### src/rtl/core_inst_seq.sv
// Tile-pass sequencer: streams weights/activations into xmem, then drives
// kernel load, execution and OFIFO drain into pmem over the core inst bus.
module core_inst_seq #(
    parameter int row       = 8,
    parameter int col       = 8,
    parameter int bw        = 4,
    parameter int a_len     = 36,
    parameter int drain_len = 36
) (
    input  logic              clk,
    input  logic              reset,
    input  logic              start,
    input  logic              acc_mode,
    input  logic              in_valid,
    output logic              in_ready,
    input  logic [bw*row-1:0] in_data,
    input  logic              ofifo_valid,
    output logic [33:0]       inst,
    output logic [bw*row-1:0] D_xmem,
    output logic              busy,
    output logic              done
);

    localparam logic [10:0] x_last  = 11'(row + a_len - 1);
    localparam logic [10:0] k_last  = 11'(row);
    localparam logic [10:0] ke_last = 11'(row + col - 1);
    localparam logic [10:0] a_last  = 11'(a_len + row + col);
    localparam logic [10:0] a_words = 11'(a_len);
    localparam logic [10:0] row_c   = 11'(row);
    localparam logic [10:0] d_len   = 11'(drain_len);

    typedef enum logic [2:0] {
        IDLE,
        LOAD_X,
        KLOAD,
        KEXEC,
        AEXEC,
        DRAIN
    } state_t;

    state_t      state;
    logic [10:0] cnt;
    logic [10:0] pcnt;

    logic        acc_q;
    logic        cen_p;
    logic        wen_p;
    logic [10:0] a_p;
    logic        cen_x;
    logic        wen_x;
    logic [10:0] a_x;
    logic        ofifo_rd;
    logic        l0_rd;
    logic        l0_wr;
    logic        exec_q;
    logic        load_q;

    assign inst = {acc_q, cen_p, wen_p, a_p, cen_x, wen_x, a_x,
                   ofifo_rd, 1'b0, 1'b0, l0_rd, l0_wr, exec_q, load_q};

    always_ff @(posedge clk or posedge reset) begin
        if (reset) begin
            state    <= IDLE;
            cnt      <= '0;
            pcnt     <= '0;
            acc_q    <= 1'b0;
            cen_p    <= 1'b1;
            wen_p    <= 1'b1;
            a_p      <= '0;
            cen_x    <= 1'b1;
            wen_x    <= 1'b1;
            a_x      <= '0;
            ofifo_rd <= 1'b0;
            l0_rd    <= 1'b0;
            l0_wr    <= 1'b0;
            exec_q   <= 1'b0;
            load_q   <= 1'b0;
            in_ready <= 1'b0;
            D_xmem   <= '0;
            busy     <= 1'b0;
            done     <= 1'b0;
        end else begin
            // Strobes and addresses fall back to idle unless a state drives them
            cen_p    <= 1'b1;
            wen_p    <= 1'b1;
            a_p      <= '0;
            cen_x    <= 1'b1;
            wen_x    <= 1'b1;
            a_x      <= '0;
            ofifo_rd <= 1'b0;
            l0_rd    <= 1'b0;
            l0_wr    <= 1'b0;
            exec_q   <= 1'b0;
            load_q   <= 1'b0;
            done     <= 1'b0;

            unique case (state)
                IDLE: begin
                    if (start) begin
                        state    <= LOAD_X;
                        acc_q    <= acc_mode;
                        in_ready <= 1'b1;
                        busy     <= 1'b1;
                        cnt      <= '0;
                        pcnt     <= '0;
                    end
                end

                LOAD_X: begin
                    if (in_valid && in_ready) begin
                        D_xmem <= in_data;
                        cen_x  <= 1'b0;
                        wen_x  <= 1'b0;
                        a_x    <= cnt;
                        if (cnt == x_last) begin
                            state    <= KLOAD;
                            in_ready <= 1'b0;
                            cnt      <= '0;
                        end else begin
                            cnt <= cnt + 11'd1;
                        end
                    end
                end

                KLOAD: begin
                    if (cnt < row_c) begin
                        cen_x <= 1'b0;
                        a_x   <= cnt;
                    end
                    // read data lands one cycle after its address
                    l0_wr <= (cnt != 11'd0);
                    if (cnt == k_last) begin
                        state <= KEXEC;
                        cnt   <= '0;
                    end else begin
                        cnt <= cnt + 11'd1;
                    end
                end

                KEXEC: begin
                    l0_rd  <= 1'b1;
                    load_q <= 1'b1;
                    if (cnt == ke_last) begin
                        state <= AEXEC;
                        cnt   <= '0;
                    end else begin
                        cnt <= cnt + 11'd1;
                    end
                end

                AEXEC: begin
                    if (cnt < a_words) begin
                        cen_x <= 1'b0;
                        a_x   <= row_c + cnt;
                    end
                    l0_wr  <= (cnt != 11'd0) && (cnt <= a_words);
                    l0_rd  <= (cnt != 11'd0);
                    exec_q <= (cnt != 11'd0);
                    if (cnt == a_last) begin
                        state <= DRAIN;
                        cnt   <= '0;
                        pcnt  <= '0;
                    end else begin
                        cnt <= cnt + 11'd1;
                    end
                end

                DRAIN: begin
                    // cnt counts OFIFO reads, pcnt counts pmem writes
                    if (ofifo_valid && (cnt < d_len)) begin
                        ofifo_rd <= 1'b1;
                        cnt      <= cnt + 11'd1;
                    end
                    if (ofifo_rd) begin
                        cen_p <= 1'b0;
                        wen_p <= 1'b0;
                        a_p   <= pcnt;
                        pcnt  <= pcnt + 11'd1;
                    end
                    if (pcnt == d_len) begin
                        state <= IDLE;
                        done  <= 1'b1;
                        busy  <= 1'b0;
                        acc_q <= 1'b0;
                        cnt   <= '0;
                        pcnt  <= '0;
                    end
                end

                default: state <= IDLE;
            endcase
        end
    end

endmodule
### config.mk
export PLATFORM = sky130hd
export DESIGN_NAME = core_inst_seq
export DESIGN_NICKNAME = d
export VERILOG_FILES = /design/src/rtl/core_inst_seq.sv
export SDC_FILE = /design/constraint.sdc
export NUM_CORES = 1
export LEC_CHECK = 0
export BUFFER_PORTS_ARGS = -buffer_cell sky130_fd_sc_hd__buf_2
export CORE_MARGIN = 2
export CORE_UTILIZATION = 25
export DETAILED_ROUTE_END_ITERATION = 16
export HOLD_SLACK_MARGIN = 0.08
export SYNTH_ARGS = -nofsm -noshare
export SYNTH_HDL_FRONTEND = slang
export SYNTH_SLANG_ARGS = --single-unit
export TNS_END_PERCENT = 30
### constraint.sdc
create_clock -name clk -period 8.37 [get_ports clk]
set_input_delay 1.2555 -clock clk [delete_from_list [all_inputs] [get_ports clk]]
set_output_delay 1.2555 -clock clk [all_outputs]
set_load 0.01 [all_outputs]
==> results.sh, run 1 <==
export IMPL_outcome="finished, final reports clean"
export IMPL_fin_worst_skew_ns=0.00581
export IMPL_cts_hold_repair_buffers=0
export IMPL_wire_per_inst_um=14.2
export IMPL_synthesized_netlist_cell_count=382
export IMPL_post_route_period_util_pct=33.3
export IMPL_drive_gt1_share_pct=35.4
export IMPL_fill_cells=1697
export IMPL_timing_final_crit_period_ns=2.79
export IMPL_clkSinkCount=91
export IMPL_clock_insertion_delay_worst_skew_ns=0.35
export IMPL_ys_top_cells_by_area="dfrtp_1, mux2_2, nor2_1"
export IMPL_slew_violations=0
export IMPL_antenna_found_initial=0
export IMPL_core_area_um2=16500
export IMPL_tritoncts="yes"
export IMPL_design_die_area_um2=17900
export IMPL_multiInputGateArea_um2=1720
export IMPL_netlist_top_cell_by_area="dfrtp_1"
export IMPL_synth_adder_area_share_pct=2.38
export IMPL_post_dp_hpwl_um=7130
export IMPL_wl_met3_um=604
export IMPL_synth_top_family_by_area="simple AND/OR/NAND/NOR gates"
export IMPL_average_cell_area_after_synthesis_um2=11.0
export IMPL_pwr_density_cell_nw_per_um2=312
export IMPL_critPathLaunchType="input port"
export IMPL_post_synth_instance_area_um2=4210
export IMPL_fp_row_count=47
export IMPL_post_cts_buffers=0
export IMPL_die_w_um=134
export IMPL_worst_slew_pin_transition_ns=0.800
export IMPL_grt_total_usage_pct=11.7
export IMPL_met1Wirelength_um=4690
export IMPL_fmax_mhz=359
export IMPL_final_util_pct=31.5
export IMPL_ctsLongestPathBuffers=2
export IMPL_gp_congestion=0.855
export IMPL_max_vdd_ir_drop_uv=121
export IMPL_first_iter_violations=111
export IMPL_maximum_number_of_pins_on_one_net_before_global_route_repair=62
export IMPL_worstPathRequired_ns=8.64
export IMPL_num_vias=3211
export IMPL_basic_gate_share_of_the_synthesized_area_counting_and_or_nand_and_nor_cells_pct=15.2
export IMPL_cap_violations=0
export IMPL_post_cts_resized_instances=0
export IMPL_worst_ep_arrival_time_ns=3.06
export IMPL_gr_total_overflow=0
export IMPL_synth_edf_count=0
export IMPL_synth_seq_area_share_pct=54.2
export IMPL_grt_first_pass_wirelength_um=16400
export IMPL_timing_hold_ws_ns=0.499
export IMPL_viasPerCell=4.60
export IMPL_maxUsedRoutingLayer="met4"
export IMPL_ctsRootBufferMaster="clkbuf_16"
export IMPL_total_setup_violations_reported_at_the_end_of_the_flow=0
export IMPL_ys_async_sr_fraction_pct=100
export IMPL_io_buffers=104
export IMPL_hold_viol_final=0
export IMPL_via_count_of_the_first_global_routing_pass=3185
export IMPL_power_leakage_uw=0.00240
export IMPL_initial_core_util_pct=25.5
export IMPL_cts_buffers=9
export IMPL_synth_mux_area_share_pct=8.79
export IMPL_max_slew_margin_pct=46.6
export IMPL_yosysUniqueCellTypes=56
export IMPL_met2_length_um=4340
export IMPL_syn2layout_area_growth_pct=23.6
export IMPL_setup_total_negative_slack_ns=0
export IMPL_worstPathMaxFanout=27
export IMPL_path_clk_slew_ns=0.06
export IMPL_crit_path_end_kind="flop"
export IMPL_post_route_drc_count=0
export IMPL_finalWirelength_um=9900
export IMPL_io_pins=107
export IMPL_antenna_diode_count=0
export IMPL_hold_removal_path_class="reg -> reg"
export IMPL_worstSetupPathType="in -> reg"
export IMPL_ys_warnings_count=0
export IMPL_drtAntennaViolNets=0
export IMPL_post_synth_xor_area_fraction_pct=1.46
export IMPL_cts_max_level=3
export IMPL_area_sequential_um2=2280
export IMPL_yosys_most_used_dff="dfrtp_1"
export IMPL_firstDrtPassIters=4
export IMPL_finalNetCount=519
export IMPL_floorplan_die_height_um=134
export IMPL_setup_repair_after_global_routing_missed_its_margin="false"
export IMPL_ys_seq_elements=91
export IMPL_yosys_area_top_type_share_pct=52.3
export IMPL_synth_compound_gate_area_share_pct=12.8
[cells in the mapped netlist, drive strengths merged (3+ instances only)]
cell,count
dfrtp,88
mux2,32
nor2,31
nand2,26
o21ai,20
buf,18
inv,16
nand3,14
a21oi,13
and2,12
clkbuf,10
o211ai,9
ha,8
nor3,8
nor2b,7
o31ai,7
nand2b,6
xor2,6
or4,4
dfstp,3
nor4,3
o2111ai,3
o22ai,3
o41ai,3
or4b,3
[cell type report]
cell class	instances	area share [%]
sequential	91	43.8
multi-input combinational	247	33.0
timing repair buffer	107	10.4
tap	220	5.29
clock buffer	12	4.74
clock inverter	4	1.42
inverter	17	1.25
[metal layers]
| metal | vias to the layer above | track usage, % |
|---|---|---|
| li1 | 1526 | - |
| met1 | 1553 | 15.7 |
| met2 | 110 | 17.3 |
| met3 | 22 | 3.21 |
| met4 | 0 | 5.73 |
| met5 | - | 0 |
[report_power, final]
part	switching (µW)	internal [µW]	total (µW)	leakage, µW
Combinational	308	242	550	0.00107
Sequential	79.8	556	636	0.00117
Clock	169	270	439	0.000157
[sequential cells by signal (all words and copies together), names as in the netlist, 3 cells and up]
register and count:
cnt 11, a_x 11, D_xmem 32, pcnt 11, a_p 11, state 3
[cells by family after synthesis]
| group | after synthesis |
|---|---|
| fa+ha+maj | 8 |
| mux | 33 |
| flops | 91 |
| xor+xnor | 7 |
| buf+inv | 45 |
| simple gates | 125 |
| other cells | 1 |
| compound gates | 72 |
[per-stage QoR]
| step | setup WS, ns | total power [µW] | instance area, µm² | cells |
|---|---|---|---|---|
| after floorplan | 4.76 | 1020 | 4220 | 383 |
| after global placement | 5.23 | 1180 | 4880 | 682 |
| after detailed placement | 5.18 | 1200 | 4880 | 682 |
| after CTS | 5.53 | 1650 | 5200 | 698 |
| after global routing | 5.35 | 1730 | 5200 | 698 |
| final | 5.58 | 1630 | 5200 | 698 |
[cells in the final DEF, fill, tap and decap left out, types with 12 or more instances in the layout]
cell       n
dfrtp_1   88
inv_1     15
mux2_2    32
o21ai_0   17
and2_1    12
nand2_1   26
nor2_1    31
nand3_1   14
a21oi_1   13
buf_2    104
[final timing paths]
| kind | start | to | slack, ns | cells after the start |
|---|---|---|---|---|
| hold / removal | D_xmem[23] | D_xmem[23] | 0.50 | 1 |
| setup reg to reg | cnt[10] | cnt[4] | 5.59 | 5 |
| max in group asynchronous | reset | a_p[1] | 6.27 | 3 |
| setup / recovery | in_valid | a_x[2] | 5.58 | 8 |
| min in group asynchronous | reset | D_xmem[21] | 0.92 | 2 |
| hold reg to reg | D_xmem[23] | D_xmem[23] | 0.50 | 1 |
[worst max-delay path: stages]
cell and delay, ns:
buf_2 0.10, nand2_1 0.07, nor2_1 0.38, clkinv_1 0.39, buf_4 0.36, o31ai_1 0.16
nor2_1 0.15, nor2b_1 0.18
No activity file was read; power rests on OpenSTA's default activity.
==> run 2, diff against run 1 <==
- ABC_AREA: unset -> 1
- clock period: 8.37 -> 2.4 ns (I/O delays scaled with it)
==> results.sh, run 2 <==
export IMPL_globalRouteMet2Util_pct=20.7
export IMPL_maximum_number_of_pins_on_one_net_before_global_route_repair=39
export IMPL_clock_insertion_delay_worst_skew_ns=0.34
export IMPL_final_util_pct=31.4
export IMPL_netlist_top_cell_by_area="dfrtp_1"
export IMPL_worst_slew_pin_transition_ns=0.659
export IMPL_synth_common_cells="nand2_1, dfrtp_1, nor2_1, inv_1, nand3_1"
export IMPL_cts_max_level=3
export IMPL_post_cts_resized_instances=0
export IMPL_ys_top_cells_by_area="dfrtp_1, nand2_1, nor2_1"
export IMPL_final_cell_mix="nand2_1, buf_2, dfrtp_1"
export IMPL_critical_path_top_delay_family="simple AND/OR/NAND/NOR gates"
export IMPL_timing_hold_ws_ns=0.0752
export IMPL_fmax_mhz=472
export IMPL_timing_final_crit_period_ns=2.12
export IMPL_firstDrtPassIters=4
export IMPL_outcome="finished, final reports clean"
export IMPL_hold_removal_path_class="in -> async"
export IMPL_path_clk_slew_ns=0.07
export IMPL_cts_hold_repair_buffers=0
export IMPL_cpPeakStageDelay_ns=0.45
export IMPL_viasPerCell=4.47
export IMPL_synth_edf_count=0
export IMPL_core_area_um2=17400
export IMPL_cts_buffers=9
export IMPL_die_w_um=138
export IMPL_clkSinkCount=91
export IMPL_dp_cells=863
export IMPL_total_setup_violations_reported_at_the_end_of_the_flow=0
export IMPL_worst_path_buf_inv=3
export IMPL_largest_reg_flops=32
export IMPL_design_die_area_um2=19000
export IMPL_post_synth_top_count_cell="nand2_1"
export IMPL_crit_top_cell="nand3_1"
export IMPL_post_route_period_util_pct=88.3
export IMPL_most_used_routing_layer_in_global_routing="met2"
export IMPL_hold_viol_final=0
export IMPL_most_common_cell_after_layout_fill_and_taps_aside="nand2_1"
export IMPL_grt_total_usage_pct=12.2
export IMPL_critical_path_slowest_cell="dfrtp_1"
export IMPL_floorplan_die_height_um=138
export IMPL_io_pins=107
export IMPL_finalNetCount=695
export IMPL_yosys_most_used_dff="dfrtp_1"
export IMPL_synth_seq_area_share_pct=50.9
export IMPL_pwr_density_cell_nw_per_um2=981
export IMPL_max_slew_margin_pct=56.0
export IMPL_met1_usage_pct=14.9
export IMPL_antenna_diode_count=0
export IMPL_fp_row_count=48
export IMPL_via_count_of_the_first_global_routing_pass=3781
export IMPL_tritoncts="yes"
export IMPL_slew_violations=0
export IMPL_ys_seq_elements=91
export IMPL_crit_path_cell_trace="inv_1 > ha_1 > inv_1 > o21ai_0 > nand3_1 > nand3_1 > nand2_4 > inv_2 > nand3_1 > o21ai_1"
export IMPL_ys_warnings_count=0
export IMPL_initial_core_util_pct=25.7
export IMPL_first_iter_violations=231
export IMPL_io_buffers=104
export IMPL_worst_ep_arrival_time_ns=2.39
export IMPL_setup_repair_after_global_routing_missed_its_margin="false"
export IMPL_setup_total_negative_slack_ns=0
export IMPL_synthesized_netlist_cell_count=551
export IMPL_placement_setup_worst_slack_ns=0.376
export IMPL_syn2layout_area_growth_pct=21.8
export IMPL_post_synth_instance_area_um2=4480
export IMPL_gr_total_overflow=0
export IMPL_average_cell_area_after_synthesis_um2=8.13
export IMPL_top_register="D_xmem"
export IMPL_crit_path_end_kind="flop"
export IMPL_ys_async_sr_fraction_pct=100
export IMPL_post_cts_buffers=0
export IMPL_yosys_area_top_type_share_pct=49.1
export IMPL_power_leakage_uw=0.00289
export IMPL_ctsLongestPathBuffers=2
export IMPL_layoutNonFillerInstCount=879
export IMPL_post_route_drc_count=0
export IMPL_gp_congestion=0.879
export IMPL_fill_cells=1832
export IMPL_cap_violations=0
export IMPL_ctsRootBufferMaster="clkbuf_16"
export IMPL_globalRouteMet3Util_pct=2.30
export IMPL_worstSetupPathType="reg -> reg"
export IMPL_fin_worst_skew_ns=0.00906
export IMPL_drive_gt1_share_pct=24.8
export IMPL_final_critical_path_setup_slack_ns=0.281
export IMPL_num_vias=3927
export IMPL_yosysUniqueCellTypes=38
export IMPL_wire_per_inst_um=13.1
export IMPL_worstPathMaxFanout=12
export IMPL_post_dp_hpwl_um=8470
export IMPL_grt_first_pass_wirelength_um=18400
export IMPL_drtAntennaViolNets=0
export IMPL_finalWirelength_um=11500
export IMPL_max_vdd_ir_drop_uv=397
export IMPL_critPathLaunchType="flop"
export IMPL_antenna_found_initial=0
export IMPL_worstPathRequired_ns=2.67
run 2: cell count changes after synthesis, sizes merged, moves of 7 or more:
| cell | delta |
|---|---|
| and2 | -11 |
| clkbuf | -7 |
| inv | +39 |
| mux2 | -32 |
| nand2 | +173 |
| nand3 | +26 |
| nand4 | +15 |
| nor2 | +25 |
| nor2b | -7 |
run 2: power breakdown:
| part | internal [µW] | switching [µW] | leakage, µW |
|---|---|---|---|
| Combinational | 620 | 1290 | 0.00155 |
| Clock | 737 | 607 | 0.000133 |
| Sequential | 1890 | 215 | 0.00120 |
| Total | 3250 | 2110 | 0.00289 |
run 2: area by class of cell:
type	instances	area, µm²	area share (%)
Timing Repair Buffer	111	586	10.7
Clock inverter	5	37.5	0.687
Multi-Input combinational cell	381	1820	33.4
Sequential cell	91	2280	41.8
Clock buffer	11	243	4.45
Tap cell	225	282	5.16
Inverter	55	210	3.85
run 2: layer usage:
layer,up-vias,wire length [µm]
li1,1932,-
met4,0,362
met5,-,0
met3,26,766
met1,1833,5040
met2,136,5310
run 2: logic make-up (layout without fill, tap and decap cells):
kind of cell	count (synthesis)	count (layout)	share of synthesized area, %
AO/OA/AOI/OAI	41	41	5.36
XOR/XNOR	3	3	0.586
adder cells (fa/ha/maj)	8	8	2.23
buffers and inverters	80	182	8.54
flip-flops	91	91	50.9
other	1	2	0.0837
AND/OR/NAND/NOR	327	327	32.3
run 2: metrics by stage:
| step | cell area (µm²) | total power, µW |
|---|---|---|
| after floorplan | 4490 | 3490 |
| after global placement | 5180 | 4050 |
| after detailed placement | 5180 | 4070 |
| after CTS | 5460 | 5430 |
| after global routing | 5460 | 5780 |
| final | 5460 | 5360 |
run 2: worst paths after layout:
path / start / end / slack (ns) / depth (start not counted)
setup / recovery: cnt[3] / cnt[6] / 0.28 / 10
hold reg to reg: D_xmem[3] / D_xmem[3] / 0.47 / 2
hold / removal: reset / D_xmem[19] / 0.08 / 2
setup reg to reg: cnt[3] / cnt[6] / 0.28 / 10
min in group clk: in_data[10] / D_xmem[10] / 0.21 / 3
max in group asynchronous: reset / cen_x / 1.66 / 3
==> run 3, diff against run 2 <==
--- a/config.mk
+++ b/config.mk
@@ -12,4 +12,5 @@
 export DETAILED_ROUTE_END_ITERATION = 16
 export HOLD_SLACK_MARGIN = 0.08
+export MAX_ROUTING_LAYER = met4
 export SYNTH_ARGS = -nofsm -noshare
 export SYNTH_HDL_FRONTEND = slang
==> constraint.sdc (replaced) <==
create_clock -name clk -period 2.4 [get_ports clk]
set_input_delay 0 -clock clk [delete_from_list [all_inputs] [get_ports clk]]
set_output_delay 0 -clock clk [all_outputs]
set_load 0.01 [all_outputs]
==> results.sh, run 3 (synthesis results as in run 2) <==
export IMPL_outcome="finished, final reports clean"
export IMPL_setup_total_negative_slack_ns=0
export IMPL_worstPathRequired_ns=2.67
export IMPL_ctsRootBufferMaster="clkbuf_16"
export IMPL_max_slew_margin_pct=57.7
export IMPL_tritoncts="yes"
export IMPL_postLayoutCellArea_um2=5830
export IMPL_final_cell_mix="nand2_1, buf_2, dfrtp_1"
export IMPL_io_pins=107
export IMPL_syn2layout_area_growth_pct=30.1
export IMPL_antenna_found_initial=0
export IMPL_fp_row_count=48
export IMPL_timing_final_crit_period_ns=2.16
export IMPL_initial_core_util_pct=25.7
export IMPL_worst_slew_pin_transition_ns=0.634
export IMPL_cap_violations=0
export IMPL_most_common_cell_after_layout_fill_and_taps_aside="nand2_1"
export IMPL_finalNetCount=730
export IMPL_core_area_um2=17400
export IMPL_hold_removal_path_class="in -> reg"
export IMPL_gr_total_overflow=0
export IMPL_timing_hold_ws_ns=0.136
export IMPL_worstSetupPathType="reg -> reg"
export IMPL_num_vias=3980
export IMPL_pwr_density_cell_nw_per_um2=948
export IMPL_design_die_area_um2=19000
export IMPL_fin_worst_skew_ns=0.00824
export IMPL_ctsLongestPathBuffers=2
export IMPL_slew_violations=0
export IMPL_finalWirelength_um=11800
export IMPL_fmax_mhz=462
export IMPL_drtAntennaViolNets=0
export IMPL_post_route_period_util_pct=90.1
export IMPL_power_leakage_uw=0.00305
export IMPL_drive_gt1_share_pct=23.7
export IMPL_top_register="D_xmem"
export IMPL_floorplan_die_height_um=138
export IMPL_max_vdd_ir_drop_uv=400
export IMPL_die_w_um=138
export IMPL_worstPathMaxFanout=12
export IMPL_first_iter_violations=215
export IMPL_firstDrtPassIters=4
export IMPL_via_count_of_the_first_global_routing_pass=3680
export IMPL_post_dp_hpwl_um=8500
export IMPL_viasPerCell=4.35
export IMPL_setup_repair_after_global_routing_missed_its_margin="false"
export IMPL_io_buffers=104
export IMPL_placed_cell_area_um2=5180
export IMPL_cts_max_level=3
export IMPL_cts_buffers=9
export IMPL_gp_congestion=0.873
export IMPL_maximum_number_of_pins_on_one_net_before_global_route_repair=50
export IMPL_crit_path_end_kind="flop"
export IMPL_clkSinkCount=91
export IMPL_total_setup_violations_reported_at_the_end_of_the_flow=0
export IMPL_wire_per_inst_um=12.9
export IMPL_grt_total_usage_pct=12.6
export IMPL_multiInputGateArea_um2=1830
export IMPL_largest_reg_flops=32
export IMPL_antenna_diode_count=0
export IMPL_post_route_drc_count=0
export IMPL_path_clk_slew_ns=0.07
export IMPL_post_cts_buffers=0
export IMPL_worst_ep_arrival_time_ns=2.43
export IMPL_grt_first_pass_wirelength_um=18100
export IMPL_critPathLaunchType="flop"
export IMPL_fill_cells=1812
export IMPL_clock_insertion_delay_worst_skew_ns=0.34
export IMPL_area_sequential_um2=2280
export IMPL_hold_viol_final=0
==> run 3: final timing paths <==
check                            from    endpoint  slack (ns)  cells past startpoint
setup / recovery               cnt[3]      cnt[6]        0.24                     10
hold / removal                  start       acc_q        0.14                      5
setup reg to reg               cnt[3]      cnt[6]        0.24                     10
hold reg to reg            D_xmem[27]  D_xmem[27]        0.47                      2
max in group asynchronous       reset       cen_x        1.56                      4
min in group asynchronous       reset      a_p[4]        0.15                      3
==> run 3: per-stage QoR <==
stage | util (%) | total power, µW | setup slack, ns | cells
2_1_floorplan | - | 3490 | 0.0414 | 552
3_3_place_gp | 29.7 | 4060 | 0.0901 | 863
3_5_place_dp | 29.7 | 4080 | 0.181 | 863
4_1_cts | 33.5 | 5600 | 0.144 | 914
5_1_grt | 33.5 | 5930 | 0.0337 | 914
6_report | 33.5 | 5530 | 0.238 | 914
==> run 3: layer usage <==
metal  vias to the layer above  track usage [%]  wire length (µm)
li1                       2000                -                 -
met1                      1836             14.7              5220
met2                       133             21.6              5610
met3                        11             2.60               808
met4                         0             4.71               181
met5                         -                -                 0
==> run 3: cell type report <==
class                           count  share of cell area (%)
Clock inverter                      6                    1.20
Tap cell                          225                    4.83
Inverter                           55                    3.56
Timing Repair Buffer              146                    16.0
Clock buffer                       10                    3.93
Multi-Input combinational cell    381                    31.3
Sequential cell                    91                    39.1
==> run 3: power by group <==
part	switching, µW	internal [µW]	total, µW
combinational	1320	663	1990
clock	618	819	1440
sequential	214	1890	2110
total	2160	3370	5530
==> run 3: critical path: stages (launching register included) <==
cell	delay [ns]
dfrtp_1	0.47
inv_1	0.23
ha_1	0.18
inv_1	0.05
o21ai_0	0.22
nand3_1	0.19
nand3_2	0.18
nand2_4	0.12
inv_2	0.22
nand3_1	0.12
o21ai_1	0.09
==> run 3: what timing repair did <==
item | in CTS | in global routing
setup endpoints to repair | 0 | 9
hold buffers | 35 | 0
hold endpoints to repair | 123 | 0
resized for setup | 0 | 1
